File: src/rtl/present_pkg.sv
`default_nettype none
// ============================================================================
//  present_pkg
//  Shared types, widths and S-box helper for the PRESENT-80 key schedule.
//  Revision: 1.0
// ============================================================================
package present_pkg;

  localparam int KEY_W      = 80;
  localparam int RK_W       = 64;
  localparam int NUM_ROUNDS = 31;

  typedef logic [KEY_W-1:0] key_t;
  typedef logic [RK_W-1:0]  round_key_t;

  typedef enum logic [1:0] {
    IDLE = 2'd0,
    RUN  = 2'd1,
    LAST = 2'd2
  } ks_state_t;

  // PRESENT 4-bit S-box
  function automatic logic [3:0] sbox4(input logic [3:0] x);
    logic [3:0] y;
    case (x)
      4'h0: y = 4'hC;
      4'h1: y = 4'h5;
      4'h2: y = 4'h6;
      4'h3: y = 4'hB;
      4'h4: y = 4'h9;
      4'h5: y = 4'h0;
      4'h6: y = 4'hA;
      4'h7: y = 4'hD;
      4'h8: y = 4'h3;
      4'h9: y = 4'hE;
      4'hA: y = 4'hF;
      4'hB: y = 4'h8;
      4'hC: y = 4'h4;
      4'hD: y = 4'h7;
      4'hE: y = 4'h1;
      default: y = 4'h2;
    endcase
    return y;
  endfunction

endpackage
`default_nettype wire

File: src/rtl/key_update.sv
`default_nettype none
// ============================================================================
//  key_update
//  One PRESENT-80 key-register update: rotate left by 61, S-box the top
//  nibble, XOR the round counter into bits [19:15]. Purely combinational.
//  Revision: 1.0
// ============================================================================
module key_update
  import present_pkg::*;
(
  input  key_t       data_i,
  input  logic [4:0] round_counter,
  output key_t       data_o
);

  key_t rot;

  // rotate, substitute, then mix in the round counter
  always_comb begin
    rot             = {data_i[18:0], data_i[79:19]};
    data_o          = rot;
    data_o[79:76]   = sbox4(rot[79:76]);
    data_o[19:15]   = rot[19:15] ^ round_counter;
  end

endmodule
`default_nettype wire

File: src/rtl/present_key_schedule.sv
`default_nettype none
// ============================================================================
//  present_key_schedule
//  Holds the 80-bit key register and steps it one round per advance,
//  presenting round keys K1..K(NUM_ROUNDS+1) to the round datapath.
//  Revision: 1.0
// ============================================================================
module present_key_schedule #(
  parameter int NUM_ROUNDS = present_pkg::NUM_ROUNDS
) (
  input  logic                     clk,
  input  logic                     rst_n,
  input  logic                     key_load_i,
  input  logic [present_pkg::KEY_W-1:0] key_i,
  input  logic                     next_i,
  output logic [present_pkg::RK_W-1:0]  round_key_o,
  output logic                     rk_valid_o,
  output logic [5:0]               key_idx_o,
  output logic                     last_o,
  output logic                     done_o
);

  import present_pkg::*;

  ks_state_t state;
  ks_state_t state_nxt;
  key_t      key_reg;
  key_t      key_next;
  logic [5:0] key_idx;
  logic      done_r;

  // The counter handed to key_update is the index of the key being replaced.
  key_update u_key_update (
    .data_i        (key_reg),
    .round_counter (key_idx[4:0]),
    .data_o        (key_next)
  );

  // Next-state decode; a load always restarts the schedule.
  always_comb begin
    state_nxt = state;
    case (state)
      IDLE: if (key_load_i) state_nxt = RUN;
      RUN: begin
        if (key_load_i)                                state_nxt = RUN;
        else if (next_i && key_idx == 6'(NUM_ROUNDS))  state_nxt = LAST;
      end
      LAST: begin
        if (key_load_i)  state_nxt = RUN;
        else if (next_i) state_nxt = IDLE;
      end
      default: state_nxt = IDLE;
    endcase
  end

  // State, key register, index and the done pulse.
  always_ff @(posedge clk or negedge rst_n) begin
    if (!rst_n) begin
      state   <= IDLE;
      key_reg <= '0;
      key_idx <= '0;
      done_r  <= 1'b0;
    end else begin
      state  <= state_nxt;
      done_r <= (state == LAST) && next_i && !key_load_i;
      if (key_load_i) begin
        key_reg <= key_i;
        key_idx <= 6'd1;
      end else begin
        case (state)
          RUN: if (next_i) begin
            key_reg <= key_next;
            key_idx <= key_idx + 6'd1;
          end
          // the final key stays in key_reg; no update after the last key
          LAST: if (next_i) key_idx <= 6'd0;
          default: ;
        endcase
      end
    end
  end

  // Output decode from registered state.
  always_comb begin
    round_key_o = key_reg[79:16];
    rk_valid_o  = (state != IDLE);
    last_o      = (state == LAST);
    key_idx_o   = key_idx;
    done_o      = done_r;
  end

endmodule
`default_nettype wire

File: config.mk
export PLATFORM = sky130hd
export DESIGN_NAME = present_key_schedule
export DESIGN_NICKNAME = d
export VERILOG_FILES = /design/src/rtl/present_pkg.sv /design/src/rtl/key_update.sv /design/src/rtl/present_key_schedule.sv
export SDC_FILE = /design/constraint.sdc
export NUM_CORES = 1
export LEC_CHECK = 0
export ABC_AREA = 1
export BUFFER_PORTS_ARGS = -buffer_cell sky130_fd_sc_hd__buf_2
export CORE_MARGIN = 1
export CORE_UTILIZATION = 53
export CTS_BUF_LIST = sky130_fd_sc_hd__clkbuf_2
export CTS_CLUSTER_DIAMETER = 80
export DETAILED_ROUTE_END_ITERATION = 6
export GPL_ROUTABILITY_DRIVEN = 0
export PLACE_DENSITY = 0.83
export SLEW_MARGIN = 40
export SYNTH_ARGS = -nofsm -noshare
export SYNTH_HDL_FRONTEND = slang
export SYNTH_SLANG_ARGS = --single-unit
File: constraint.sdc
create_clock -name clk -period 1.55 [get_ports clk]
set_input_delay 0.0775 -clock clk [delete_from_list [all_inputs] [get_ports clk]]
set_output_delay 0.0775 -clock clk [all_outputs]
set_load 0.02 [all_outputs]
# Yosys cells after proc, flatten, opt, wreduce, memory -nomap -nowiden
# Memories as Yosys holds them, arrays and structs flattened.
# Cells that the tools add are included.
dict set report op_classes {
  add_sub_neg 1
  n_reduce_logical 12
  bitwise 1
  muxes 13
  n_eq_ne 7
}
# op count
set op_table {}
lappend op_table {{2-to-1 mux 80 bit} 3}
lappend op_table {{2-to-1 mux 6 bit} 3}
lappend op_table {{one-hot mux 6 bit (2 select lines)} 1}
lappend op_table {{2-to-1 mux 2 bit} 5}
lappend op_table {{!= test 3 bit (second input constant)} 3}
lappend op_table {{adder 6 x 1 -> 6 bit (second input constant)} 1}
lappend op_table {{equality test 6 x 5 -> 1 bit (second input constant)} 1}
lappend op_table {{one-hot mux 2 bit (3 select lines)} 1}
lappend op_table {{AND reduction 3 bit} 2}
lappend op_table {{nonzero test 2 bit} 3}
lappend op_table {{XOR 5 bit} 1}
lappend op_table {{logical AND 1 bit} 3}
lappend op_table {{nonzero test 3 bit} 1}
lappend op_table {{equality test 2 x 1 -> 1 bit (second input constant)} 1}
lappend op_table {{equality test 2 bit (second input constant)} 1}
lappend op_table {{logical NOT 2 bit} 1}
lappend op_table {{!= test 2 bit (second input constant)} 1}
lappend op_table {{AND reduction 2 bit} 1}
lappend op_table {{logical NOT 1 bit} 1}
dict set report word_totals {
  reg_bits 89
  inputBits 84
  romBits 64
  output_inout_bits 73
  memories 1
  word_cells 39
}
# memory words width read_ports rd_ports_with_merged_regs write_ports line_no
set mem_list {}
lappend mem_list {{(name not given)} 16 4 1 0 0 present_pkg.sv:25} ;# case (x)

# Longest topological paths before layout
dict set report depth {
  ltp_word 5
  depth_mapped 9
  depth_no_buf 9
}

# Modules after synthesis
# Synthesis repeated with hierarchy kept, for this count alone.
dict set report unflattened {
  cells_unflattened 689
  hier_area_um2 5360.1
}
# module cells_each area_per_inst_um2 n_inst seq_area_each_um2
set by_module_without_submodules {}
lappend by_module_without_submodules {present_key_schedule 572 4566.9 1 2227.1}
lappend by_module_without_submodules {key_update 117 793.3 1 0.0}

# Worst setup path before layout
# No wires, ideal clock.
dict set report synth_path {
  path_kind {flip-flop to flip-flop}
  startpoint {register key_reg[16]}
  endpoint {register key_reg[79]}
  path_buffers 0
  required_time_ns 1.426
  setup_slack_ns 0.238
  path_stages_with_launch 10
  arrival_ns 1.188
  path_cell_list {dfrtp_1 inv_1 ha_1 inv_1 nand2_1 o21ai_0 nand2_1 nand2_1 o211ai_1 nand2_1}
}
dict set report synth_via {
  elab_chain_cells 4
}
# item line_no
set synth_rtl {}
lappend synth_rtl {{start, declared} present_key_schedule.sv:27} ;# key_t key_reg;
lappend synth_rtl {{start signal, assigned} present_key_schedule.sv:67} ;# key_reg <= key_i;
lappend synth_rtl {{start signal, assigned} present_key_schedule.sv:72} ;# key_reg <= key_next;
lappend synth_rtl {{memory read (16 x 4 bit)} --}
lappend synth_rtl {{2-to-1 mux 80 bit} present_key_schedule.sv:71} ;# RUN: if (next_i) begin
lappend synth_rtl {{2-to-1 mux 80 bit} present_key_schedule.sv:70} ;# case (state)
lappend synth_rtl {{2-to-1 mux 80 bit} present_key_schedule.sv:66} ;# if (key_load_i) begin
# No other way between the ends. The select of a mux whose other input is x is not followed.
# A chain may end at the register's enable or synchronous reset.

# Worst setup path in the final report
dict set report layout_path {
  startpoint {register state[0]}
  endpoint {register key_reg[48]}
}
dict set report layout_via {
  elab_chain_cells 3
}
# item line_no
set layout_rtl {}
lappend layout_rtl {{start, declared} present_key_schedule.sv:25} ;# ks_state_t state;
lappend layout_rtl {{start signal, assigned} present_key_schedule.sv:64} ;# state <= state_nxt;
lappend layout_rtl {{equality test 2 x 1 -> 1 bit} present_key_schedule.sv:70}
lappend layout_rtl {{nonzero test 2 bit (no line)} --}
lappend layout_rtl {{AND reduction 2 bit (no line)} --}
# No other way between the ends.

==> impl_metrics.py <==
metrics = {
    "status": {
        "status": "completed",
    },
    "sta": {
        "period_needed_ns": 1.54,
        "hold_slack_ns": 0.0998,
        "tightestPinTransition_ns": 0.508,
        "finalSetupTns_ns": 0,
        "skew_ns": 0.0463,
        "slew_headroom_pct": 66.1,
        "setup_viol": 0,
        "rsz0062_at_grt": "true",
        "fmax_mhz": 648,
        "hold_viol_final": 0,
        "drv_slew": 0,
        "timing.final.crit_share_pct": 99.6,
    },
    "power": {
        "p_sw_share_pct": 43.0,
        "clock_power_share_pct": 14.1,
        "combPwrFrac_pct": 42.7,
        "p_switching_mw": 3.28,
        "p_per_area_nw_per_um2": 1170,
        "ir_worst_vdd_uv": 805,
        "p_total_mw": 7.63,
        "power_leakage_nw": 3.30,
        "internal_power_mw": 4.35,
        "seqPwrFrac_pct": 43.2,
    },
    "finish": {
        "syn2layout_area_growth_pct": 31.5,
        "drive_gt1_share_pct": 26.7,
        "fin_nets": 879,
        "final_cells": 902,
        "largest_reg_flops": 80,
        "final_common_cell": "buf_2",
        "mostFrequentLayoutCells": "buf_2, nand2_1, dfrtp_1",
        "antenna_cells": 0,
    },
    "placement": {
        "dp_cells": 790,
        "dp_hpwl_um": 8900,
        "io_buffers": 156,
    },
    "critical_path": {
        "crit_type": "reg -> reg",
        "cp-start-kind": "flip-flop",
        "end_kind": "flip-flop",
        "slowest_stage": "dfrtp_1",
        "critical-path-top-delay-family": "flip-flops",
        "cp_num_cells": 8,
        "slowest_delay_ns": 0.45,
        "worstRegToRegCells": 8,
        "worstSetupStartpoint": "state[0]$_DFFE_PN0P_",
        "rr_startpoint": "state[0]$_DFFE_PN0P_",
        "crit_end": "key_reg[48]$_DFFE_PN0P_",
        "crit_path_cell_trace": "buf_6, nand2_2, nand2_2, nand2_4, clkinv_8, buf_6, o211ai_1, o21ai_1",
        "required_ns": 1.98,
        "critical_path_arrival_ns": 1.97,
        "crit_buf_inv": 3,
        "rr_endpoint": "key_reg[48]$_DFFE_PN0P_",
        "regToRegSetupSlack_ns": 0.006,
        "crit_fanout": 17,
    },
    "routing": {
        "first_iter_violations": 324,
        "drc": 0,
        "ant_nets": 0,
        "num_vias": 4935,
        "routed_wl_um": 15000,
        "viasPerCell": 5.47,
        "drt-wirelength-per-cell_um": 16.6,
        "dr.pass1.iters": 5,
    },
    "hold_path": {
        "hp-class": "in -> async",
    },
    "clock_tree": {
        "root_buffer": "clkbuf_2",
        "cts_sinks": 89,
        "cts.path.max_buffers": 2,
        "h-tree-depth": 3,
        "cts.clk_slew.worst_paths_ns": 0.26,
        "cts_buffers": 9,
        "clk_latency_ns": 0.55,
        "cts_tree": "done",
    },
    "floorplan": {
        "rows": 34,
        "start_util_pct": 55.7,
        "dieWidth_um": 98.7,
        "die_area_sq_um": 9730,
        "core_area_sq_um": 8890,
        "fp.dieH_um": 98.7,
        "ioPinCount": 157,
    },
    "global_routing": {
        "grt_pass1_wl_um": 22700,
        "global_route.usage.total_pct": 29.9,
        "gr-usage-met1_pct": 36.2,
        "grt-ovfl-total": 0,
        "grt_max_degree": 105,
        "globalRoute.busiestLayer": "met2",
        "antenna_found_initial": 0,
        "use_met2_pct": 52.1,
        "grt_pass1_vias": 4731,
        "met3_usage_pct": 6.74,
    },
    "yosys": {
        "ys_seq_area_share_pct": 45.0,
        "ys_types": 22,
        "syn_area_per_cell_sq_um": 8.09,
        "syn_nets": 702,
        "syn_area_sq_um": 4950,
        "netlist_instances": 612,
        "ys_seq_elements": 89,
        "ys_warn_count": 0,
    },
    "run": {
        "maxCapViolCount": 0,
    },
}
==> routing by layer <==
layer	routed length (um)	share of wire, %	up-vias
met5	0	0	-
met4	522	3.5	0
met3	1060	7.1	58
met2	7530	50	258
met1	5850	39	2336
li1	-	-	2283
==> timing repair <==
action	4_1_cts	5_1_grt
cloned	0	5
setup endpoints to repair	2	72
buffers inserted	2	5
hold buffers	85	0
resized for setup	2	29
pin swaps	1	3
endpoints found under the hold margin	177	0
==> synthesized netlist by cell type (all sizes together) <==
| cell type | n | share of area [%] |
|---|---|---|
| nand2 | 133 | 10 |
| o211ai | 51 | 7.7 |
| xor2 | 5 | 0.88 |
| nand3 | 12 | 1.2 |
| ha | 6 | 1.5 |
| buf | 89 | 13 |
| dfrtp | 89 | 45 |
| a22oi | 1 | 0.15 |
| clkbuf | 11 | 0.83 |
| o22ai | 5 | 0.63 |
| nor2 | 36 | 2.7 |
| a31oi | 18 | 2.3 |
| a21oi | 6 | 0.61 |
| nor3 | 2 | 0.20 |
| inv | 74 | 5.6 |
| o21ai | 74 | 7.5 |
==> area by class of cell <==
cell class              count  area, sq um
fillers                   626         2380
repair buffers            264         1950
multi-input cells         349         1780
well taps                 108          135
clock inverters             7         52.6
repair inverters            2         17.5
inverters                  74          293
clock buffers               9         45.0
flip-flops and latches     89         2230
==> kinds of logic after synthesis <==
kind of cell	share of synthesized area [%]
flip-flops	45.0
adder cells (fa/ha/maj)	1.52
AND/OR/NAND/NOR	14.3
AO/OA/AOI/OAI	18.9
buffers and inverters	19.4
XOR/XNOR	0.884
==> stage by stage <==
step           util (%)  worst slack (ns)  instance area [sq um]
2_1_floorplan         -             0.238                   4950
3_3_place_gp       60.3             0.144                   5360
3_5_place_dp       60.3            0.0167                   5360
4_1_cts            71.2           0.00585                   6330
5_1_grt            73.2           -0.0512                   6510
6_report           73.2           0.00595                   6510
==> power by group through the flow <==
stage,registers (mW),logic [mW],clock network (mW)
floorplan,3.23,2.40,0
global placement,3.28,2.69,0
detailed placement,3.32,2.78,0
CTS,3.27,2.97,1.10
global route,3.35,3.55,1.19
finish,3.29,3.26,1.08
==> how the worst min path moves through the flow <==
stage                     start                 endpoint  cells past startpoint
after CTS                 rst_n  key_reg[36]$_DFFE_PN0P_                      3
after detailed placement  rst_n  key_reg[51]$_DFFE_PN0P_                      1
after global routing      rst_n  key_reg[35]$_DFFE_PN0P_                      3
after global placement    rst_n  key_reg[10]$_DFFE_PN0P_                      1
final                     rst_n  key_reg[35]$_DFFE_PN0P_                      3
after floorplan           rst_n         done_o$_DFF_PN0_                      0
==> worst reg2reg max path, cell delays in order (launching register included) <==
cell and delay [ns]:
dfrtp_1 0.45, buf_6 0.13, nand2_2 0.09, nand2_2 0.07, nand2_4 0.16, clkinv_8 0.13
buf_6 0.18, o211ai_1 0.14, o21ai_1 0.12
(Power assumes the default switching activity.)
